--- config.mk ---
export PLATFORM = sky130hd
export DESIGN_NAME = sum_entry_sequencer
export DESIGN_NICKNAME = d
export VERILOG_FILES = /design/src/rtl/sum_seq_pkg.sv /design/src/rtl/dec_accum.sv /design/src/rtl/sum_entry_sequencer.sv
export SDC_FILE = /design/constraint.sdc
export NUM_CORES = 1
export LEC_CHECK = 0
export CORE_ASPECT_RATIO = 0.8
export CORE_MARGIN = 10
export CORE_UTILIZATION = 38
export DETAILED_ROUTE_END_ITERATION = 6
export SKIP_LAST_GASP = 1
export SLEW_MARGIN = 5
export SYNTH_ARGS = -nofsm -noshare
export SYNTH_HDL_FRONTEND = slang
export SYNTH_SLANG_ARGS = --single-unit
export TNS_END_PERCENT = 50
--- constraint.sdc ---
create_clock -name clk -period 5.8 [get_ports clk]
set_clock_uncertainty 0.2 [all_clocks]
set_input_delay 1.16 -clock clk [delete_from_list [all_inputs] [get_ports clk]]
set_output_delay 1.16 -clock clk [all_outputs]
set_load 0.02 [all_outputs]
--- src/rtl/sum_seq_pkg.sv ---
// Shared types and constants for the sum entry sequencer.
// Key codes, display selects and the controller state encoding.
package sum_seq_pkg;

  typedef enum logic [1:0] {
    ENTER_A,
    ENTER_B,
    ADD_REQ,
    SHOW
  } state_e;

  localparam logic [3:0] KEY_MAX_DIG = 4'h9;
  localparam logic [3:0] KEY_PLUS    = 4'hA;
  localparam logic [3:0] KEY_EQ      = 4'hB;
  localparam logic [3:0] KEY_CLR     = 4'hC;

  localparam logic [1:0] DISP_A   = 2'd0;
  localparam logic [1:0] DISP_B   = 2'd1;
  localparam logic [1:0] DISP_RES = 2'd2;

  function automatic logic is_digit(input logic [3:0] k);
    return k <= KEY_MAX_DIG;
  endfunction

endpackage

--- src/rtl/dec_accum.sv ---
// Decimal operand accumulator: shift-add digits up to a digit limit.
// Clear and a digit in the same cycle restart the operand at that digit.
module dec_accum #(
  parameter int DATA_W     = 8,
  parameter int MAX_DIGITS = 2
) (
  input  logic              clk,
  input  logic              clear_i,
  input  logic              load_digit_i,
  input  logic [3:0]        digit_i,
  input  logic              load_value_i,
  input  logic [DATA_W-1:0] value_i,
  output logic [DATA_W-1:0] value_o,
  output logic [DATA_W-1:0] value_d_o
);

  localparam int CNT_W = $clog2(MAX_DIGITS + 1);
  localparam logic [DATA_W-1:0] TEN = DATA_W'(10);
  localparam logic [CNT_W-1:0] CNT_MAX = CNT_W'(MAX_DIGITS);

  logic [DATA_W-1:0] val_q, val_d, base;
  logic [CNT_W-1:0]  cnt_q, cnt_d, base_cnt;

  // Next operand value and digit count.
  always_comb begin
    base     = clear_i ? '0 : val_q;
    base_cnt = clear_i ? '0 : cnt_q;
    val_d    = base;
    cnt_d    = base_cnt;
    if (load_digit_i) begin
      if (base_cnt < CNT_MAX) begin
        val_d = base * TEN + DATA_W'(digit_i);
        cnt_d = base_cnt + 1'b1;
      end
    end else if (load_value_i) begin
      val_d = value_i;
      cnt_d = '0;
    end
  end

  // Operand and counter registers; reset arrives through clear_i.
  always_ff @(posedge clk) begin
    val_q <= val_d;
    cnt_q <= cnt_d;
  end

  assign value_o   = val_q;
  assign value_d_o = val_d;

endmodule

--- src/rtl/sum_entry_sequencer.sv ---
// Keypad-to-adder controller: builds two decimal operands,
// runs one req/ack add and selects what the display shows.
module sum_entry_sequencer
  import sum_seq_pkg::*;
#(
  parameter int DATA_W      = 8,
  parameter int MAX_DIGITS  = 2,
  parameter int ACK_TIMEOUT = 15
) (
  input  logic              clk,
  input  logic              rst,
  input  logic              key_valid,
  input  logic [3:0]        key_code,
  output logic [DATA_W-1:0] add_a,
  output logic [DATA_W-1:0] add_b,
  output logic              add_req,
  input  logic              add_ack,
  input  logic [DATA_W-1:0] add_sum,
  input  logic              add_cout,
  output logic [DATA_W-1:0] disp_value,
  output logic [1:0]        disp_sel,
  output logic              busy,
  output logic              ovf_flag,
  output logic              err
);

  localparam int TMO_W = $clog2(ACK_TIMEOUT + 1);
  localparam logic [TMO_W-1:0] TMO_LAST = TMO_W'(ACK_TIMEOUT - 1);

  state_e            state_q, state_d;
  logic [DATA_W-1:0] res_q, res_d;
  logic [DATA_W-1:0] disp_q, disp_d;
  logic [TMO_W-1:0]  tmo_q, tmo_d;
  logic [1:0]        sel_q, sel_d;
  logic              ovf_q, ovf_d;
  logic              err_q, err_d;

  logic              k_dig, k_plus, k_eq, k_clr;
  logic              a_clr, a_dig, a_ld;
  logic              b_clr, b_dig;
  logic [DATA_W-1:0] a_val, a_next, b_next;

  // Key strobe decode.
  always_comb begin
    k_dig  = 1'b0;
    k_plus = 1'b0;
    k_eq   = 1'b0;
    k_clr  = 1'b0;
    if (key_valid) begin
      unique case (1'b1)
        is_digit(key_code):   k_dig  = 1'b1;
        key_code == KEY_PLUS: k_plus = 1'b1;
        key_code == KEY_EQ:   k_eq   = 1'b1;
        key_code == KEY_CLR:  k_clr  = 1'b1;
        default: ;
      endcase
    end
  end

  // Next state, operand commands and flags; clear overrides all.
  always_comb begin
    state_d = state_q;
    res_d   = res_q;
    ovf_d   = ovf_q;
    err_d   = err_q;
    tmo_d   = tmo_q;
    sel_d   = sel_q;
    a_clr   = 1'b0;
    a_dig   = 1'b0;
    a_ld    = 1'b0;
    a_val   = res_q;
    b_clr   = 1'b0;
    b_dig   = 1'b0;
    unique case (state_q)
      ENTER_A: begin
        if (k_dig) begin
          a_dig = 1'b1;
        end else if (k_plus) begin
          b_clr   = 1'b1;
          state_d = ENTER_B;
          sel_d   = DISP_B;
        end
      end
      ENTER_B: begin
        if (k_dig) begin
          b_dig = 1'b1;
        end else if (k_eq) begin
          state_d = ADD_REQ;
          tmo_d   = '0;
        end
      end
      ADD_REQ: begin
        if (add_ack) begin
          res_d   = add_sum;
          ovf_d   = add_cout;
          state_d = SHOW;
          sel_d   = DISP_RES;
          tmo_d   = '0;
        end else if (tmo_q == TMO_LAST) begin
          err_d   = 1'b1;
          res_d   = '0;
          state_d = SHOW;
          sel_d   = DISP_RES;
          tmo_d   = '0;
        end else begin
          tmo_d = tmo_q + 1'b1;
        end
      end
      SHOW: begin
        if (k_dig) begin
          a_clr   = 1'b1;
          a_dig   = 1'b1;
          ovf_d   = 1'b0;
          err_d   = 1'b0;
          state_d = ENTER_A;
          sel_d   = DISP_A;
        end else if (k_plus && !ovf_q) begin
          a_ld    = 1'b1;
          b_clr   = 1'b1;
          state_d = ENTER_B;
          sel_d   = DISP_B;
        end
      end
    endcase
    if (k_clr || rst) begin
      state_d = ENTER_A;
      res_d   = '0;
      ovf_d   = 1'b0;
      err_d   = 1'b0;
      tmo_d   = '0;
      sel_d   = DISP_A;
      a_clr   = 1'b1;
      a_dig   = 1'b0;
      a_ld    = 1'b0;
      b_clr   = 1'b1;
      b_dig   = 1'b0;
    end
  end

  // Display mux uses next values so the display tracks updates at once.
  always_comb begin
    case (sel_d)
      DISP_A:  disp_d = a_next;
      DISP_B:  disp_d = b_next;
      default: disp_d = res_d;
    endcase
  end

  // Controller state and output registers.
  always_ff @(posedge clk) begin
    if (rst) begin
      state_q <= ENTER_A;
      res_q   <= '0;
      disp_q  <= '0;
      tmo_q   <= '0;
      sel_q   <= DISP_A;
      ovf_q   <= 1'b0;
      err_q   <= 1'b0;
    end else begin
      state_q <= state_d;
      res_q   <= res_d;
      disp_q  <= disp_d;
      tmo_q   <= tmo_d;
      sel_q   <= sel_d;
      ovf_q   <= ovf_d;
      err_q   <= err_d;
    end
  end

  dec_accum #(
    .DATA_W    (DATA_W),
    .MAX_DIGITS(MAX_DIGITS)
  ) u_acc_a (
    .clk         (clk),
    .clear_i     (a_clr),
    .load_digit_i(a_dig),
    .digit_i     (key_code),
    .load_value_i(a_ld),
    .value_i     (a_val),
    .value_o     (add_a),
    .value_d_o   (a_next)
  );

  dec_accum #(
    .DATA_W    (DATA_W),
    .MAX_DIGITS(MAX_DIGITS)
  ) u_acc_b (
    .clk         (clk),
    .clear_i     (b_clr),
    .load_digit_i(b_dig),
    .digit_i     (key_code),
    .load_value_i(1'b0),
    .value_i     ('0),
    .value_o     (add_b),
    .value_d_o   (b_next)
  );

  assign add_req    = (state_q == ADD_REQ);
  assign busy       = (state_q == ADD_REQ);
  assign ovf_flag   = ovf_q;
  assign err        = err_q;
  assign disp_sel   = sel_q;
  assign disp_value = disp_q;

endmodule

==> key figures, run 1 <==
Outcome
  • Status: finished clean

GRT
  • Initial antenna violation count: 0
  • Largest net degree at the start of global routing: 16
  • Gr usage total: 14.37%
  • Number of global-route vias before repair: 2,784
  • Total congestion overflow: 0
  • First-pass GRT wire length: 14.31 mm

Clock network
  • TritonCTS clock tree: built
  • Hold buffers post-CTS: 0
  • Clock sink count: 46
  • Root Buffer Master: clkbuf_8
  • H-tree Lvls: 2
  • Clock buffer depth: 2
  • Cts bufs inserted: 5
  • Resized Gates After CTS: 0
  • Later-pin clock latency in the skew report: 310 ps
  • Postcts setup bufs: 0
  • Reg clk slew, reported paths: 80 ps

STA
  • Setup_tns: 0 ps
  • Slew at the pin with the worst max-slew slack: 710.7 ps
  • Max-slew violation count: 0
  • Slew HR: 52.30%
  • Max Fclk: 187.3 MHz
  • RSZ-0062 raised after global routing: false
  • Final critical-path share of the clock period: 92.03%
  • Setup Viol. Count Final: 0
  • Tmin final: 5338 ps
  • Final hold viol count: 0
  • Final worst setup slack: 462.3 ps

Flow run
  • MaxCap Viol Count: 0

Floorplanning
  • Die area: 12,260 um^2
  • Chip width: 121.3 um
  • # rows: 29
  • Io pins: 47
  • Chip Height: 101.1 um
  • CORE AREA: 7946 um^2
  • Initial core utilization: 39.27%

Layout
  • Share of cells above drive strength 1: 8.974%
  • Area Overhead vs Synth: 20.25%
  • Finished Layout Cells: 498
  • Fillcell total: 768
  • Most frequent cells in the layout: dfxtp_1 (46), clkdlybuf4s50_1 (46), nand2_1 (31)
  • Ant diodes: 0
  • Nets: 438

Placed design
  • Routability congestion estimate from global placement: 0.8675
  • Worst Setup Slack post-DPL: 182.5 ps
  • Placed cells: 490
  • HPWL after DPL: 6.973 mm
  • IO buf count: 46

Route
  • Routed Wire Length: 8.706 mm
  • Remaining routing DRC violations: 0
  • DRT iter0 DRCs: 163
  • Antenna viol nets, final: 0
  • Drt pass-1 iters: 4
  • Drt via density: 5.490
  • Routed vias: 2,734
  • WL per Instance: 17.48 um

Logic synthesis
  • Cells after Synth: 343
  • Syn Area/Cell: 9.098 um^2
  • Synth warnings: 0
  • #FFs+latches synth: 46
  • Syn Nets: 392
  • Post-Syn Area: 3120 um^2
  • Ys async rst share: 0%
  • Post-synth EDFFs: 0
  • Sequential cell area fraction in the yosys report: 29.51%
  • Synth unique cells: 74
  • Synth Flop Type: dfxtp_1

Worst setup path
  • Required time worst endpoint: 5790 ps
  • Crit path max fanout: 14
  • CP startpoint kind: input pin
  • CP arrival: 5320 ps
  • CP Capture Type: flip-flop
  • Critical path type: input pin to flip-flop

Power and ir drop
  • Power per cell area: 223.4 nW/um^2
  • VDD IR max: 115.0 uV
  • Leakage: 1.587 nW

Worst hold path
  • HP Class: flip-flop to flip-flop
[kinds of logic after synthesis]
group                    synth area share, %
AO/OA/AOI/OAI                          23.30
XOR/XNOR                               4.651
AND/OR/NAND/NOR                        21.77
multiplexers                           2.847
buffers and inverters                  4.370
adder cells (fa/ha/maj)                13.55
flip-flops                             29.51
[power by group]
part | switching (W) | total [W] | internal [W]
Combinational | 0.000158 | 0.000282 | 0.000123
Clock | 0.000114 | 0.000199 | 0.0000848
Sequential | 0.0000174 | 0.000358 | 0.000340
[state kept, by name, summed over array words and instances, names as in the netlist]
register and flops:
u_acc_a.value_o 8, ovf_flag 1, u_acc_a.cnt_q 2, u_acc_b.value_o 8
a_val 8, disp_sel 2, tmo_q 4, disp_value 8
state_q 2, u_acc_b.cnt_q 2, err 1
[cells in the mapped netlist (4+ instances only)]
master / number / area [um^2]
ha_1: 29 / 362.9
nor3_1: 4 / 20.02
and3_1: 11 / 68.82
nor2_1: 25 / 93.84
o22ai_1: 4 / 25.02
xor2_1: 5 / 43.79
a21o_1: 5 / 37.54
a21oi_1: 21 / 105.1
a221o_1: 4 / 40.04
mux2i_1: 4 / 40.04
nand2_1: 31 / 116.4
nand2b_1: 7 / 43.79
nand3_1: 11 / 55.05
and2_1: 9 / 56.30
xnor2_1: 9 / 78.83
or3_1: 4 / 25.02
o21ai_0: 9 / 45.04
inv_1: 13 / 48.80
buf_6: 4 / 45.04
a22oi_1: 12 / 90.09
dfxtp_1: 46 / 920.9
[worst paths after layout]
check | startpoint | end | slack (ps) | cells past startpoint
worst max register to register | state_q[0] | disp_value[7] | 1270 | 15
worst min-delay path | tmo_q[3] | tmo_q[3] | 290 | 2
worst max-delay path | key_code[2] | disp_value[7] | 460 | 14
worst min register to register | tmo_q[3] | tmo_q[3] | 290 | 2
[metal layers]
metal  part of all wire, %  track usage (%)  vias up
met1                    51            20.02     1303
met2                    42            21.52       65
met3                   6.1            3.751        7
met5                     0                0        -
li1                      -                -     1359
met4                   1.1            3.294        0
[metrics by stage]
step	cell area [um^2]	util, %	hold slack (ps)	total power [W]
after floorplan	3120	-	247.6	0.0005487
after global placement	3662	46.09	257.0	0.0006429
after detailed placement	3662	46.09	276.7	0.0006443
after CTS	3752	47.22	289.9	0.0008447
after global routing	3752	47.22	305.4	0.0008848
final	3752	47.22	285.1	0.0008383
[critical path: stages]
cell             delay, ps
clkdlybuf4s50_1        810
inv_1                  180
o21a_2                 360
and3_1                 250
ha_1                   300
ha_1                   230
fa_1                   390
xnor2_1                160
nand4bb_1              230
xnor3_1                390
o31ai_1                220
a22oi_1                120
o21a_1                 240
a311o_1                280
[area by class of cell]
type	instances	area, um^2	area share [%]
multi-input cells	272	2063	54.99
clock buffers	5	68.82	1.834
clock inverters	3	21.27	0.5669
inverters	14	52.55	1.400
repair buffers	50	490.5	13.07
flip-flops and latches	46	920.9	24.54
well taps	108	135.1	3.601
(Power assumes the default switching activity.)
==> run 2: changes to the inputs <==
ABC_CLOCK_PERIOD_IN_PS = 5800   (was not set)
==> results of run 2 <==
The final DEF is identical to that of run 1; final timing and power are the same.
